**src/rtl/agua_pkg.sv**
```systemverilog
// Shared definitions for the water-level measurement sequencer.
package agua_pkg;

  typedef enum logic [3:0] {
    INICIAL = 4'd0,
    PREPARA = 4'd1,
    MEDE    = 4'd2,
    AGUARDA = 4'd3,
    CONTA   = 4'd4,
    ESPERA  = 4'd5,
    DECIDE  = 4'd6,
    FINAL   = 4'd7,
    ERRO    = 4'd8
  } estado_t;

  localparam logic [1:0] MODO_PEQUENO = 2'b01;
  localparam logic [1:0] MODO_GRANDE  = 2'b10;

  function automatic logic modo_valido(input logic [1:0] m);
    return (m == MODO_PEQUENO) || (m == MODO_GRANDE);
  endfunction

endpackage

```
**src/rtl/contador_m.sv**
```systemverilog
// Interval timer: loaded by zera_s, counts down while conta is high.
// fim is high on the M-th counted cycle after a load.
module contador_m #(
  parameter int M = 10
) (
  input  logic clock,
  input  logic reset,
  input  logic zera_s,
  input  logic conta,
  output logic fim
);

  localparam int W = (M > 1) ? $clog2(M) : 1;
  localparam logic [W-1:0] CARGA = W'(M - 1);

  logic [W-1:0] restante;

  // Down-counter with terminal-count compare; holds at zero.
  always_ff @(posedge clock) begin
    if (reset) begin
      restante <= '0;
    end else if (zera_s) begin
      restante <= CARGA;
    end else if (conta && (restante != '0)) begin
      restante <= restante - W'(1);
    end
  end

  assign fim = (restante == '0);

endmodule

```
**src/rtl/verifica_agua.sv**
```systemverilog
// Water-level measurement sequencer: triggers the sensor, collects
// N_AMOSTRAS valid readings with bounded retries, then issues a majority
// verdict or a sensor error.
//
// state   | meaning
// INICIAL | idle, waiting for iniciar
// PREPARA | zera_sensor pulse, clears sensor timeout counter
// MEDE    | medir pulse
// AGUARDA | waiting for pronto_sensor or timeout_sensor
// CONTA   | reading counted, decide whether more are needed
// ESPERA  | idle interval between readings
// DECIDE  | majority vote
// FINAL   | pronto pulse with verdict
// ERRO    | pronto pulse with erro
import agua_pkg::*;

module verifica_agua #(
  parameter int N_AMOSTRAS     = 3,
  parameter int MAX_TENTATIVAS = 2,
  parameter int INTERVALO      = 5000000
) (
  input  logic       clock,
  input  logic       reset,
  input  logic       iniciar,
  input  logic [1:0] modo,
  input  logic       pronto_sensor,
  input  logic       suficiente,
  input  logic       timeout_sensor,
  output logic       medir,
  output logic       zera_sensor,
  output logic [1:0] modo_sensor,
  output logic       pronto,
  output logic       agua_ok,
  output logic       erro,
  output logic [3:0] db_estado
);

  localparam int WA = $clog2(N_AMOSTRAS + 1);
  localparam int WT = $clog2(MAX_TENTATIVAS + 2);
  localparam int WM = WA + 1;
  localparam logic [WA-1:0] N_A     = WA'(N_AMOSTRAS);
  localparam logic [WT-1:0] MAX_T   = WT'(MAX_TENTATIVAS);
  localparam logic [WM-1:0] N_MAIOR = WM'(N_AMOSTRAS);

  estado_t       estado;
  logic [WA-1:0] amostras;
  logic [WA-1:0] acertos;
  logic [WT-1:0] tentativas;
  logic [WT-1:0] tentativas_inc;
  logic          fim_intervalo;

  assign tentativas_inc = tentativas + WT'(1);

  contador_m #(.M(INTERVALO)) u_intervalo (
    .clock  (clock),
    .reset  (reset),
    .zera_s (estado == CONTA),
    .conta  (estado == ESPERA),
    .fim    (fim_intervalo)
  );

  // Sequencer FSM; pulse outputs are registered on entry to their state.
  always_ff @(posedge clock) begin
    if (reset) begin
      estado      <= INICIAL;
      amostras    <= '0;
      acertos     <= '0;
      tentativas  <= '0;
      medir       <= 1'b0;
      zera_sensor <= 1'b0;
      modo_sensor <= '0;
      pronto      <= 1'b0;
      agua_ok     <= 1'b0;
      erro        <= 1'b0;
    end else begin
      medir       <= 1'b0;
      zera_sensor <= 1'b0;
      pronto      <= 1'b0;
      case (estado)
        INICIAL: begin
          if (iniciar) begin
            if (modo_valido(modo)) begin
              estado      <= PREPARA;
              zera_sensor <= 1'b1;
              modo_sensor <= modo;
              agua_ok     <= 1'b0;
              erro        <= 1'b0;
              amostras    <= '0;
              acertos     <= '0;
              tentativas  <= '0;
            end else begin
              estado  <= ERRO;
              pronto  <= 1'b1;
              erro    <= 1'b1;
              agua_ok <= 1'b0;
            end
          end
        end
        PREPARA: begin
          estado <= MEDE;
          medir  <= 1'b1;
        end
        MEDE: estado <= AGUARDA;
        AGUARDA: begin
          // a completed reading takes priority over a simultaneous timeout
          if (pronto_sensor) begin
            amostras   <= amostras + WA'(1);
            acertos    <= acertos + WA'(suficiente);
            tentativas <= '0;
            estado     <= CONTA;
          end else if (timeout_sensor) begin
            tentativas <= tentativas_inc;
            if (tentativas_inc <= MAX_T) begin
              estado      <= PREPARA;
              zera_sensor <= 1'b1;
            end else begin
              estado  <= ERRO;
              pronto  <= 1'b1;
              erro    <= 1'b1;
              agua_ok <= 1'b0;
            end
          end
        end
        CONTA: begin
          if (amostras == N_A) estado <= DECIDE;
          else                 estado <= ESPERA;
        end
        ESPERA: begin
          if (fim_intervalo) begin
            estado      <= PREPARA;
            zera_sensor <= 1'b1;
          end
        end
        DECIDE: begin
          agua_ok <= ({acertos, 1'b0} > N_MAIOR);
          pronto  <= 1'b1;
          estado  <= FINAL;
        end
        FINAL:   estado <= INICIAL;
        ERRO:    estado <= INICIAL;
        default: estado <= INICIAL;
      endcase
    end
  end

  assign db_estado = estado;

endmodule

```
**config.mk**
```make
export PLATFORM = sky130hd
export DESIGN_NAME = verifica_agua
export DESIGN_NICKNAME = d
export VERILOG_FILES = /design/src/rtl/agua_pkg.sv /design/src/rtl/contador_m.sv /design/src/rtl/verifica_agua.sv
export SDC_FILE = /design/constraint.sdc
export NUM_CORES = 1
export LEC_CHECK = 0
export CAP_MARGIN = 10
export CORE_ASPECT_RATIO = 0.6
export CORE_MARGIN = 2
export CORE_UTILIZATION = 50
export CTS_BUF_LIST = sky130_fd_sc_hd__clkbuf_8
export DETAILED_ROUTE_END_ITERATION = 10
export DONT_BUFFER_PORTS = 1
export HOLD_SLACK_MARGIN = 0.06
export SKIP_CTS_REPAIR_TIMING = 1
export SYNTH_ARGS = -nofsm -noshare
export SYNTH_HDL_FRONTEND = slang
export SYNTH_SLANG_ARGS = --single-unit
```
**constraint.sdc**
```tcl
create_clock -name clock -period 2.95 [get_ports clock]
set_input_delay 0.59 -clock clock [delete_from_list [all_inputs] [get_ports clock]]
set_output_delay 0.59 -clock clock [all_outputs]
set_load 0.02 [all_outputs]
```
==> results.json <==
{
  "run_status": "finished clean",
  "post-place-ws_ps": 628,
  "synth-edff-count": 0,
  "drt_iter0_markers": 181,
  "io_buffer_count": 0,
  "io_pins": 19,
  "cts_tree": "built",
  "arrival_ps": 2530,
  "p_leak_uw": 0.000856,
  "num_vias": 1864,
  "drt-vias-per-instance": 5.83,
  "path_max_fanout": 10,
  "grt_usage_pct": 21.3,
  "clock.fmax_mhz": 426,
  "ant_nets": 0,
  "grt_pass1_wl_mm": 8.14,
  "wl_per_cell_um": 15.9,
  "slew_viol_final": 0,
  "core_mm2": 0.00417,
  "crit_type": "register to register",
  "mostFrequentLayoutCell": "dfxtp_1",
  "min_path_type": "input pin to register",
  "chipHeight_um": 55.3,
  "fill_cells": 408,
  "die_w_um": 89.5,
  "path_cells": "or4_1 > or4_1 > o211ai_2 > xor2_1 > nor2_1",
  "hpwl_mm": 3.72,
  "max_stage_delay_ps": 780,
  "worst_slew_pin_slew_ps": 728,
  "hold_viol_final": 0,
  "rsz0062_at_grt": "false",
  "cp_common_cell": "or4_1",
  "rows": 18,
  "area_delta_synth_final_pct": 6.56,
  "end_kind": "register",
  "drc_errors": 0,
  "layout.nets": 273,
  "diodes": 0,
  "synth_ff_type": "dfxtp_1",
  "seqCellArea_um2": 801,
  "fin_skew_ps": 6.91,
  "seq_area_frac_synth_pct": 36.5,
  "grt_antenna_before_repair": 0,
  "cts_max_level": 2,
  "vdd_drop_max_v": 0.000245,
  "synthCells": 259,
  "worstSkewPairLatency_ps": 290,
  "critPathTopFamily": "simple AND/OR/NAND/NOR gates",
  "grt_overflow_total": 0,
  "crit_slowest_cell": "or4_1",
  "cts_buffer_depth": 2,
  "final.setup.tns_ps": 0,
  "gp_congestion": 0.865,
  "die_area_mm2": 0.00495,
  "fin_crit_sh_pct": 79.6,
  "grt_max_degree": 29,
  "synth-warning-count": 0,
  "dr.pass1.iters": 5,
  "relSlewSlack_pct": 51.1,
  "cp.buffers_inverters": 0,
  "final_cell_mix": "dfxtp_1, nor2_1, a21oi_1",
  "p_total_uw": 1250,
  "numCtsBuffers": 5,
  "synth.net_count": 272,
  "async_reset_ff_share_pct": 0,
  "clk_pin_slew_ps": 70,
  "synth_area_per_cell_um2": 8.47,
  "drive_gt1_share_pct": 11.9,
  "synth-seq-cells": 40,
  "finalSetupViolCount": 0,
  "syn_area_mm2": 0.00219,
  "crit_required_ps": 3130,
  "maxCapViolations": 0,
  "multi_input_area_mm2": 0.00131,
  "numClockSinks": 40,
  "initial_utilization_pct": 52.6,
  "critPathLaunchType": "register",
  "grt_pass1_vias": 1608,
  "power_density_mw_per_mm2": 537,
  "timing.final.ws_setup_ps": 602,
  "totalWireLength_mm": 5.09,
  "ys_types": 54,
  "cts_root_buf": "clkbuf_8",
  "fin_crit_ps": 2350
}
[power breakdown]
group / switching, µW / internal, µW / total, µW
registers: 43.6 / 568 / 612
clock network: 186 / 157 / 343
logic: 192 / 108 / 300
total: 421 / 834 / 1250
[worst paths after layout]
check	to	slack [ps]	startpoint	cells after the start
worst max register to register	u_intervalo.restante[15]$_SDFFE_PP0P_	600	u_intervalo.restante[15]$_SDFFE_PP0P_	5
worst min-delay path	u_intervalo.restante[19]$_SDFFE_PP0P_	360	reset	1
worst min register to register	amostras[1]$_SDFFE_PP0P_	480	amostras[1]$_SDFFE_PP0P_	2
worst max-delay path	u_intervalo.restante[15]$_SDFFE_PP0P_	600	u_intervalo.restante[15]$_SDFFE_PP0P_	5
[per-stage QoR]
step,hold slack (ps),util [%],cells,instance area (µm²)
floorplan,448,-,259,2190
global placement,459,54.2,313,2260
detailed placement,471,54.2,313,2260
CTS,351,56.1,320,2340
finish,360,56.1,320,2340
global route,344,56.1,320,2340
[logic make-up after synthesis]
group           after synthesis  share of synthesized area (%)
simple gates                111                           29.3
compound gates               64                           19.2
flops                        40                           36.5
buf+inv                      19                           3.99
xor+xnor                     18                           7.19
fa+ha+maj                     5                           2.85
mux                           2                          0.913
[worst register-to-register path, delay by kind of cell, from the launching register on]
kind | cells | cell delay [ps]
AO/OA/AOI/OAI | 1 | 320
XOR/XNOR | 1 | 180
flip-flops | 1 | 340
AND/OR/NAND/NOR | 3 | 1400
[cells in the mapped netlist (6+ instances only)]
cell,count,share of area (%)
nor4_1,6,1.7
a21oi_1,26,5.9
o21ai_0,6,1.4
or3_1,11,3.1
o21ai_1,7,1.6
nand2_1,12,2.1
clkbuf_1,8,1.4
nor2_1,31,5.3
dfxtp_1,40,37
xor2_1,15,6.0
nor3_1,10,2.3
[cell type report]
cell class / count / share of cell area [%]
Multi-Input combinational cell: 200 / 55.8
Timing Repair Buffer: 8 / 2.57
Tap cell: 60 / 3.21
Inverter: 5 / 0.803
Clock inverter: 2 / 0.375
Clock buffer: 5 / 2.94
Sequential cell: 40 / 34.3
[flip-flops by register name, indices dropped and copies added, names as in the netlist]
signal and cells:
u_intervalo.restante 23, zera_sensor 1, medir 1, pronto 1, erro 1, modo_sensor 2, amostras 2, acertos 2
db_estado 4, agua_ok 1, tentativas 2
[metal layers]
metal  wire [µm]  global-route usage [%]
met1        2730                    35.9
met2        1830                    24.6
met3         476                    7.32
met4          44                    5.12
met5           0                       0
(Power assumes the default switching activity.)
